`src/rtl/dispatch_pkg.sv`:
```
// Shared constants and types for the dual dispatch slice: opcode encodings,
// buffer FSM states and reservation-station classes.
package dispatch_pkg;

    localparam logic [6:0]  OPC_LOAD    = 7'b0000011;
    localparam logic [6:0]  OPC_STORE   = 7'b0100011;
    localparam logic [31:0] BUBBLE_WORD = 32'h0000_0000;

    typedef enum logic [1:0] {
        EMPTY,
        ONE,
        TWO
    } disp_state_e;

    typedef enum logic [1:0] {
        CLS_ALU,
        CLS_MEM,
        CLS_BUBBLE
    } station_cls_e;

endpackage

```
`src/rtl/instr_classify.sv`:
```
// Combinational station classifier: loads/stores go to MEM, the all-zero word
// is a bubble, everything else goes to ALU.
module instr_classify
    import dispatch_pkg::*;
(
    input  logic [31:0]  instr,
    output station_cls_e cls
);

    always_comb begin
        cls = CLS_ALU;
        if (instr == BUBBLE_WORD) begin
            cls = CLS_BUBBLE;
        end else if (instr[6:0] == OPC_LOAD || instr[6:0] == OPC_STORE) begin
            cls = CLS_MEM;
        end
    end

endmodule

```
`src/rtl/dual_dispatch.sv`:
```
// Two-slot in-order dispatch buffer feeding ALU/MEM reservation stations.
// Define DUAL_DISPATCH_STATS_EN to add the saturating stall_cycles counter.
module dual_dispatch
    import dispatch_pkg::*;
#(
    parameter int RS_FREE_W = 3
) (
    input  logic                 clk,
    input  logic                 rst_n,
    input  logic                 iq_valid,
    input  logic [31:0]          instr1,
    input  logic [31:0]          instr2,
    input  logic                 instr2_valid,
    output logic                 dispatch_1_ready,
    output logic                 dispatch_2_ready,
    input  logic [RS_FREE_W-1:0] rs_alu_free,
    input  logic [RS_FREE_W-1:0] rs_mem_free,
    output logic                 issue0_valid,
    output logic                 issue1_valid,
    output logic [31:0]          issue0_instr,
    output logic [31:0]          issue1_instr,
    output logic                 issue0_is_mem,
    output logic                 issue1_is_mem
`ifdef DUAL_DISPATCH_STATS_EN
    ,
    output logic [15:0]          stall_cycles
`endif
);

    localparam logic [RS_FREE_W:0] FREE_TWO = (RS_FREE_W + 1)'(2);

    disp_state_e          state_q, state_d;
    logic [31:0]          slot0_q, slot0_d;
    logic [31:0]          slot1_q, slot1_d;
    logic                 ready_q;
    station_cls_e         cls0, cls1;
    logic                 slot0_vld, slot1_vld;
    logic                 leave0, leave1, load;
    logic                 same_station;
    logic [RS_FREE_W-1:0] free0, free1;

    instr_classify u_cls0 (.instr(slot0_q), .cls(cls0));
    instr_classify u_cls1 (.instr(slot1_q), .cls(cls1));

    assign slot0_vld = (state_q != EMPTY);
    assign slot1_vld = (state_q == TWO);
    assign load      = iq_valid && ready_q;

    // Slot1 may only leave alongside slot0; a shared station must then hold both.
    always_comb begin
        free0        = (cls0 == CLS_MEM) ? rs_mem_free : rs_alu_free;
        free1        = (cls1 == CLS_MEM) ? rs_mem_free : rs_alu_free;
        same_station = (cls0 != CLS_BUBBLE) && (cls0 == cls1);
        leave0       = slot0_vld && ((cls0 == CLS_BUBBLE) || (free0 != '0));
        leave1       = slot1_vld && leave0 &&
                       ((cls1 == CLS_BUBBLE) ||
                        (same_station ? ({1'b0, free1} >= FREE_TWO) : (free1 != '0)));
    end

    always_comb begin
        state_d = state_q;
        slot0_d = slot0_q;
        slot1_d = slot1_q;
        case (state_q)
            EMPTY: begin
                if (load) begin
                    slot0_d = instr1;
                    slot1_d = instr2_valid ? instr2 : '0;
                    state_d = instr2_valid ? TWO : ONE;
                end
            end
            ONE: begin
                if (leave0) begin
                    slot0_d = '0;
                    state_d = EMPTY;
                end
            end
            TWO: begin
                if (leave0 && leave1) begin
                    slot0_d = '0;
                    slot1_d = '0;
                    state_d = EMPTY;
                end else if (leave0) begin
                    slot0_d = slot1_q;
                    slot1_d = '0;
                    state_d = ONE;
                end
            end
            default: begin
                slot0_d = '0;
                slot1_d = '0;
                state_d = EMPTY;
            end
        endcase
    end

    always_ff @(posedge clk or negedge rst_n) begin
        if (!rst_n) begin
            state_q <= EMPTY;
            slot0_q <= '0;
            slot1_q <= '0;
            ready_q <= 1'b0;
        end else begin
            state_q <= state_d;
            slot0_q <= slot0_d;
            slot1_q <= slot1_d;
            ready_q <= (state_d == EMPTY);
        end
    end

    assign dispatch_1_ready = ready_q;
    assign dispatch_2_ready = ready_q;

    assign issue0_valid  = leave0 && (cls0 != CLS_BUBBLE);
    assign issue1_valid  = leave1 && (cls1 != CLS_BUBBLE);
    assign issue0_instr  = issue0_valid ? slot0_q : '0;
    assign issue1_instr  = issue1_valid ? slot1_q : '0;
    assign issue0_is_mem = issue0_valid && (cls0 == CLS_MEM);
    assign issue1_is_mem = issue1_valid && (cls1 == CLS_MEM);

`ifdef DUAL_DISPATCH_STATS_EN
    logic [15:0] stall_q;

    always_ff @(posedge clk or negedge rst_n) begin
        if (!rst_n) begin
            stall_q <= '0;
        end else if (slot0_vld && !leave0 && stall_q != 16'hFFFF) begin
            stall_q <= stall_q + 16'd1;
        end
    end

    assign stall_cycles = stall_q;
`endif

endmodule
```
`config.mk`:
```
export PLATFORM = sky130hd
export DESIGN_NAME = dual_dispatch
export DESIGN_NICKNAME = d
export VERILOG_FILES = /design/src/rtl/dispatch_pkg.sv /design/src/rtl/instr_classify.sv /design/src/rtl/dual_dispatch.sv
export SDC_FILE = /design/constraint.sdc
export NUM_CORES = 1
export LEC_CHECK = 0
export ABC_AREA = 1
export CAP_MARGIN = 10
export CORE_ASPECT_RATIO = 0.6
export CORE_UTILIZATION = 35
export DETAILED_ROUTE_END_ITERATION = 16
export GPL_TIMING_DRIVEN = 0
export PLACE_DENSITY_LB_ADDON = 0.12
export SETUP_SLACK_MARGIN = 0.3
export SLEW_MARGIN = 25
export SYNTH_ARGS = -nofsm -noshare
export SYNTH_HDL_FRONTEND = slang
export SYNTH_HIERARCHICAL = 1
export SYNTH_SLANG_ARGS = --single-unit
```
`constraint.sdc`:
```
create_clock -name clk -period 2.94 [get_ports clk]
set_input_delay 0.294 -clock clk [delete_from_list [all_inputs] [get_ports clk]]
set_output_delay 0.294 -clock clk [all_outputs]
set_load 0.05 [all_outputs]
```
* Word level (Yosys, flattened, before mapping)
Cells that the tools add are included.
** Storage, ports and cells
- Output and inout port bits :: 70
- Word-level logic and storage cells :: 69
- Flip-flop bits (word level) :: 67
- Bits of input ports :: 74
** Cells by class
- Equality and inequality tests :: 16
- Order comparisons :: 1
- Muxes and demuxes :: 24
- Bitwise logic cells :: 1
- Reductions and logical operators :: 23
** Operators with widths (count)
- $mux 32 :: 9
- $pmux 32 s3 :: 2
- $logic_not 32->1 :: 2
- $eq 7x2->1 const B :: 2
- $eq 7x6->1 const B :: 2
- $mux 2 :: 7
- $logic_and 1x1->1 :: 10
- $ne 2x2->1 const B :: 4
- $eq 2x1->1 const B :: 3
- $eq 2x2->1 const B :: 3
- $mux 3 :: 2
- $pmux 2 s3 :: 1
- $reduce_and 3->1 :: 2
- $reduce_bool 3->1 :: 2
- $logic_not 2->1 :: 2
- $logic_or 1x1->1 :: 4
- $ge 3x2->1 const B :: 1
- $mux 1 :: 3
- $ne 3x1->1 const B :: 1
- $eq 2x2->1 :: 1
- $reduce_bool 2->1 :: 1
- $not 1->1 :: 1

* Depth between registers and ports, before layout
Gate-level depths: netlist of the first run.
- Word-level depth :: 15
- Gate-level depth with buffers :: 18
- Gate-level depth less buffers :: 17

* By module
Netlist of the first run, hierarchy kept.
** Modules (own cells, without submodules)
- dual_dispatch :: sequential area each 1676.6 µm², area an instance 3915.0 µm², instances 1, cells each 612
- instr_classify :: sequential area each 0.0 µm², area an instance 126.4 µm², instances 2, cells each 33

* Worst setup path before layout of the first run
No wires, ideal clock.
- Kind :: reg-to-output
- From :: reg slot0_q[27]
- To :: out issue0_instr[10]
- Stages on the path, launching flop included :: 15
- Data arrival time :: 2.877 ns
- Slack :: -0.231 ns
- Data required time :: 2.646 ns
- Path buffers :: 1
- Path through :: dfrtp_1 nor2_1 nand2_1 nor2_2 nand2_1 nor2_1 inv_2 nor2_2 inv_2 nand2_1 nand2_1 nor2_1 inv_2 buf_2 nor2_1
** On the way
- Word-level cells in the longest chain between the ends :: 9
- Elaborated cells on any way between the ends :: 11
- Those cells by class :: eq/ne (3); mux (3); reduce/logical (5)
** Ends and longest elaborated chain
- start: declaration :: line dual_dispatch.sv:33 : logic [31:0] slot0_q, slot0_d;
- start signal: assignment :: line dual_dispatch.sv:105 : slot0_q <= slot0_d;
- $logic_not 32->1 (*) :: line instr_classify.sv:12 : if (instr == BUBBLE_WORD) begin
- $mux 2 (*) :: line instr_classify.sv:12
- net cls0[1] :: line dual_dispatch.sv:36 : station_cls_e cls0, cls1;
- $eq 2x1->1 :: line dual_dispatch.sv:51 : free0 = (cls0 == CLS_MEM) ? rs_mem_free : rs_alu_free;
- $mux 3 :: line dual_dispatch.sv:51
- $reduce_bool 3->1 :: line dual_dispatch.sv:54 : leave0 = slot0_vld && ((cls0 == CLS_BUBBLE) || (free0 != '0));
- $logic_or 1x1->1 :: line dual_dispatch.sv:54
- $logic_and 1x1->1 :: line dual_dispatch.sv:54
- $logic_and 1x1->1 (*) :: line dual_dispatch.sv:114 : assign issue0_valid = leave0 && (cls0 != CLS_BUBBLE);
- net issue0_valid :: line dual_dispatch.sv:18 : output logic issue0_valid,
- $mux 32 (*) :: line dual_dispatch.sv:116 : assign issue0_instr = issue0_valid ? slot0_q : '0;
- end: declaration :: line dual_dispatch.sv:20 : output logic [31:0] issue0_instr,
The timed path passes the listed nets; every way through them passes the cells marked *.

* Final worst setup path of the first run
- From :: reg slot0_q[4]
- To :: out issue1_instr[13]
** On the way
- Elaborated cells on any way between the ends :: 21
- Those cells by class :: eq/ne (6); mux (5); reduce/logical (10)
** RTL lines
- $logic_not 32->1 (*) :: line instr_classify.sv:12
- $mux 2 (*) :: line instr_classify.sv:12
- net cls0[1] :: line dual_dispatch.sv:36
- $eq 2x1->1 :: line dual_dispatch.sv:51
- $mux 3 :: line dual_dispatch.sv:51
- $reduce_bool 3->1 :: line dual_dispatch.sv:54
- $logic_or 1x1->1 :: line dual_dispatch.sv:54
- $logic_and 1x1->1 :: line dual_dispatch.sv:54
- $logic_and 1x1->1 :: line dual_dispatch.sv:55 : leave1 = slot1_vld && leave0 &&
- $logic_and 1x1->1 (*) :: line dual_dispatch.sv:55
- $logic_and 1x1->1 (*) :: line dual_dispatch.sv:115 : assign issue1_valid = leave1 && (cls1 != CLS_BUBBLE);
- $mux 32 (*) :: line dual_dispatch.sv:117 : assign issue1_instr = issue1_valid ? slot1_q : '0;
- end: declaration :: line dual_dispatch.sv:21 : output logic [31:0] issue1_instr,
Marks and branches as above.

==> results.txt, run 1 <==
min-delay worst type = in2async
register area share after synthesis = 40.2%
Synth Area per Inst = 6.15 um2
YS warnings = 6
First-pass DRT Iterations = 4
Placed Instance Area = 0.00594 mm2
Max Buffers Root-to-Sink = 2
flops & latches, synth = 67
Yosys top cell area share = 40.2%
DIE HEIGHT = 86.5 um
Core Box Area = 0.0114 mm2
Post-Syn Area = 0.00417 mm2
Final Instance Area = 0.00735 mm2
routed via count = 4680
Clk Latency, worst-skew pair = 330 ps
Slew headroom = 66.5%
TritonCTS buffer count = 9
number of max-cap violations = 0
Power per Cell Area = 1210 mW/mm2
status = complete, no violations
port bufs = 143
Data arrival, critical path = 2640 ps
via-per-instance ratio = 4.49
Final ANT Viol Nets = 0
gpl congestion = 0.885
fin util = 64.2%
IO Count = 144
Initial Utilization = 36.4%
Multi-input gate area = 0.00240 mm2
Final Setup Violations = 0
ordered list of cells on the worst path = nor2_1 -> nand2_1 -> nor2_2 -> nand2_2 -> nor2_4 -> nor2_2 -> nand3_1 -> nand2_2 -> a21oi_2 -> nand2_2 -> or2_1 -> buf_6 -> buf_12 -> nor2_4 -> buf_8
DRC viols = 0
CP max-delay cell = dfrtp_1
P&R area growth vs syn = 76.4%
RSZ-0062 raised after global routing = true
hold violation count in the final report = 0
DRT iter0 DRCs = 242
layout cell share with drive strength beyond 1 = 30.0%
grt ovf = 0
critical path class = reg2out
Leakage = 3.37 nW
ant diodes = 0
Placement Rows = 30
element type at the critical path end = output port
first-pass GRT wire length = 22500 um
placed cell count = 982
worst setup margin = 10.0 ps
fin nets = 951
Distinct cells, synth = 23
Largest delay share family, worst path = simple AND/OR/NAND/NOR gates
Register Area = 0.00168 mm2
CTS clock-pin slew for the worst setup and hold paths = 60 ps
Post-Synthesis Cells = 678
dpl ws = -529 ps
CTS tree = done
CP most frequent cell = nand2_2
Clock Root Buffer = clkbuf_16
period utilization = 99.7%
Area contributors post-synth = dfrtp_1 40%, nor2_1 20%, nand2_1 15%, inv_1 9.1%, o21ai_1 4.0%
routed len/inst = 13.8 um
fmax = 341 MHz
fin cells = 1042
Synth area leader = dfrtp_1
Max VDD drop = 501 uV
DP HPWL = 10600 um
Least-Margin Pin Slew = 501 ps
Post-Syn Nets = 752
crit path buf inv count = 3
initial antenna violation count = 0
CP Launch Type = register
Final Max Slew Viols = 0
die width = 143 um
fillers = 997
Final Skew = 7.94 ps
Tot GR Track Use = 23.8%
vias in the first global route = 4625
clk sink count = 67
CP max FO = 10
H-tree level count = 3
Routed WL = 14400 um
die area = 0.0124 mm2
Tmin final = 2930 ps
pin count of the biggest net entering global routing = 41
r2r setup slk = 480 ps
CP peak stage delay = 400 ps
Worst EP required = 2650 ps
[cell usage after synthesis]
| master | instances |
|---|---|
| nor2_1 | 218 |
| nand2_1 | 167 |
| inv_1 | 101 |
| dfrtp_1 | 67 |
| o21ai_1 | 33 |
| a21oi_1 | 28 |
| buf_2 | 15 |
| nor2_2 | 12 |
| clkbuf_1 | 8 |
| inv_2 | 8 |
| buf_4 | 4 |
| buf_6 | 3 |
| nand3_1 | 3 |
| buf_1 | 2 |
| a21oi_2 | 1 |
| clkinv_1 | 1 |
| nand2_2 | 1 |
| nand3_2 | 1 |
| nor2_4 | 1 |
| o211ai_1 | 1 |
| o21ai_0 | 1 |
| o22ai_1 | 1 |
| or2_1 | 1 |
[sequential cells by signal, summed over array words and instances, names as in the netlist]
register and cells:
state_q 2, slot1_q 32, slot0_q 32, dispatch_1_ready 1
[cell usage in the layout, fill, tap and decap left out, types with 2 or more instances in the layout]
cell	instances
inv_2	8
a21oi_1	28
buf_4	42
o21ai_1	33
clkinv_4	2
clkdlybuf4s50_1	74
clkbuf_2	2
inv_1	100
nand3_1	2
nor2_4	53
buf_1	2
buf_16	3
nand2_1	158
nand2_2	7
dfrtp_1	67
buf_2	9
buf_8	23
nand2_4	3
nor2_2	37
nor2_1	141
bufinv_16	3
buf_12	8
clkbuf_1	6
clkbuf_16	9
buf_6	49
[kinds of logic (layout without fill, tap and decap cells)]
group | after synthesis | in the layout | synth area share (%)
AOI/OAI and AO/OA | 65 | 65 | 7.99
buffers and inverters | 142 | 346 | 14.1
DFF | 67 | 67 | 40.2
and+or+nand+nor | 404 | 404 | 37.6
[worst reg2reg max path: stages (launching register included)]
cell and delay (ps):
dfrtp_1 400, nor2_1 110, nand2_1 110, nor2_2 150
nand2_2 80, nor2_4 140, inv_2 60, buf_4 140
nand2_1 50, nand3_1 70, nand2_2 120, buf_4 130
nand2_4 50, nand2_4 70, buf_4 100, nand2_1 90
nand3_4 150, buf_2 260, o21ai_1 90
[where the power goes]
group / total, mW / switching [mW] / internal (mW)
combinational: 5.90 / 3.66 / 2.24
clock: 1.27 / 0.418 / 0.853
sequential: 1.74 / 0.364 / 1.38
total: 8.92 / 4.44 / 4.47
[path summary, 6_finish.rpt]
path,from,end,cells past startpoint
max,slot0_q[4],issue1_instr[13],15
min,rst_n,slot1_q[4],2
max in group asynchronous,rst_n,slot0_q[26],3
max reg2reg,slot0_q[4],slot1_q[5],18
min in group clk,instr2[23],slot1_q[23],3
min reg2reg,slot1_q[27],slot1_q[27],2
[metal layers]
layer | vias to the layer above | GRT usage (%) | routed length (um)
li1 | 2383 | - | -
met1 | 2150 | 32.9 | 7030
met2 | 136 | 38.7 | 6530
met3 | 11 | 4.75 | 743
met4 | 0 | 5.08 | 114
met5 | - | 0 | 0
[repair_timing]
item / 4_1_cts / 5_1_grt
setup endpoints to repair: 68 / 103
gates resized for setup: 541 / 90
gates cloned: 3 / 0
hold buffers: 1 / 0
setup buffers: 14 / 26
pin swaps: 9 / 12
endpoints found under the hold margin: 27 / 0
[metrics by stage]
stage	TNS (ps)	hold WS [ps]	power [mW]
after floorplan	0	-1.59	4.86
after global placement	-80380	500	6.19
after detailed placement	-26600	250	6.24
after CTS	-3.75	443	8.27
after global routing	-3390	465	9.50
final	0	432	8.92
[final cells by class]
cell class                 count  share of cell area [%]
inverter                     110                    5.72
timing repair buffer         188                    27.7
buffer                        32                    3.59
clock buffer                  10                    3.25
multi-input combinational    469                    32.7
clock inverter                 6                    1.53
tap                          160                    2.72
sequential                    67                    22.8
No activity file was read; power rests on OpenSTA's default activity.
==> inputs of run 2 (changes only) <==
Settings changed: PLACE_DENSITY_LB_ADDON 0.12 to not set.
==> results.txt, run 2 (synthesis gave the netlist of run 1 again) <==
status = finished with violations
failing checks = setup timing
CP most frequent cell = nand2_2
DRT iter0 DRCs = 233
die area = 0.0124 mm2
placed cell count = 982
P&R area growth vs syn = 63.9%
Max VDD drop = 458 uV
commonest cells after routing, fill and taps aside = 158 x nand2_1, 145 x nor2_1, 100 x inv_1, 74 x clkdlybuf4s50_1, 65 x dfrtp_1
grt ovf = 0
Final Skew = 9.02 ps
ordered list of cells on the worst path = nor2_2 -> nand2_1 -> nor2_2 -> nand2_1 -> nor2_2 -> inv_2 -> nand2_4 -> nand2_2 -> nand2_2 -> nand2_2 -> nand3_2 -> nand2_2 -> or2_4 -> buf_12 -> clkbuf_16 -> nor2_4 -> buf_8
Worst Setup SP = slot1_q[1]
biggest regs = slot0_q: 32 flops, slot1_q: 32 flops, state_q: 2 flops
FF-to-FF Start = slot0_q[2]
fillers = 1115
fmax = 339 MHz
hold violation count in the final report = 0
Max Buffers Root-to-Sink = 2
worst setup margin = -14.0 ps
first-pass GRT wire length = 22100 um
Worst EP required = 2650 ps
critical path class = reg2out
DP HPWL = 10900 um
commonest non-fill, non-tap cell in the layout = nand2_1
vias in the first global route = 4423
DRC viols = 0
port bufs = 143
CP max-delay cell = dfrtp_2
fin nets = 932
Placement Rows = 30
Tot GR Track Use = 23.7%
fin cells = 1023
element type at the critical path end = output port
CP peak stage delay = 450 ps
Core Box Area = 0.0114 mm2
Slew headroom = 66.8%
min-delay worst type = in2async
TritonCTS buffer count = 9
gpl congestion = 0.876
Initial Utilization = 36.4%
Leakage = 3.17 nW
CP Launch Type = register
CTS clock-pin slew for the worst setup and hold paths = 60 ps
die width = 143 um
IO Count = 144
period utilization = 100%
layout cell share with drive strength beyond 1 = 28.0%
Worst Reg-to-Reg Cells = 14
ant diodes = 0
Least-Margin Pin Slew = 498 ps
CP max FO = 8
Final ANT Viol Nets = 0
Final Max Slew Viols = 0
overall power = 7.92 mW
H-tree level count = 3
via-per-instance ratio = 4.56
initial antenna violation count = 0
Data arrival, critical path = 2660 ps
RSZ-0062 raised after global routing = true
First-pass DRT Iterations = 5
Placed Instance Area = 0.00595 mm2
Final Instance Area = 0.00683 mm2
Clk Latency, worst-skew pair = 340 ps
number of max-cap violations = 0
Power per Cell Area = 1160 mW/mm2
Routed WL = 14200 um
DIE HEIGHT = 86.5 um
Final TNS setup = -67.0 ps
routed via count = 4664
Tmin final = 2950 ps
routed len/inst = 13.8 um
clk sink count = 67
Final Setup Violations = 11
CTS tree = done
Clock Root Buffer = clkbuf_16
pin count of the biggest net entering global routing = 49
hold slack = 389 ps
[run 2: cell types whose count changed in the layout (fill, tap and decap cells not counted), moves of 4 or more]
cell | before | now
buf_4 | 42 | 49
nor2_4 | 53 | 37
buf_6 | 49 | 29
clkbuf_1 | 6 | 10
nor2_2 | 37 | 49
buf_2 | 9 | 19
buf_8 | 23 | 10
nor2_1 | 141 | 145
[run 2: final timing paths]
kind                                    end  slack (ps)
setup / recovery           issue1_instr[24]         -10
hold / removal                  slot0_q[12]         390
setup reg to reg                 slot1_q[8]         430
hold reg to reg                 slot0_q[24]         510
max in group asynchronous        slot1_q[1]        2000
min in group clk                slot0_q[24]         510
[run 2: what timing repair did]
item                       CTS  global route
hold endpoints to repair    19             0
setup endpoints to repair   68            68
resized for setup          471            72
gates cloned                 0             2
buffers inserted            11            11
hold buffers                 1             0
pin swaps                   10            19
[run 2: final cells by class]
class	instances	area, um2	share of cell area (%)
Multi-Input combinational cell	469	2310	33.8
Sequential cell	67	1680	24.6
Timing Repair Buffer	169	1660	24.4
Inverter	110	425	6.23
Clock buffer	13	260	3.81
Buffer	32	246	3.61
Tap cell	160	200	2.93
Clock inverter	3	46.3	0.678
[run 2: through the flow]
step | setup WS [ps] | util (%)
2_1_floorplan | 165 | -
3_3_place_gp | -695 | 51.7
3_5_place_dp | -544 | 51.9
4_1_cts | 24.9 | 56.8
5_1_grt | -149 | 59.7
6_report | -14.0 | 59.7
[run 2: critical path: cells and delay by family (launching register included)]
family        cells  cell delay, ps
simple gates     13            1300
buf+inv           4             560
flops             1             450
[run 2: where the power goes]
group / leakage, nW / switching (mW) / total, mW / internal, mW
clock: 0.146 / 0.399 / 1.10 / 0.704
sequential: 0.841 / 0.359 / 1.74 / 1.38
combinational: 2.18 / 3.41 / 5.07 / 1.67
total: 3.17 / 4.16 / 7.92 / 3.75
[run 2: routing by layer]
layer / routed length [um] / global-route usage, % / share of wire, %
met5: 0 / 0 / 0
met4: 127 / 4.69 / 0.90
met3: 1070 / 6.02 / 7.5
met2: 6110 / 35.2 / 43
met1: 6860 / 34.7 / 48
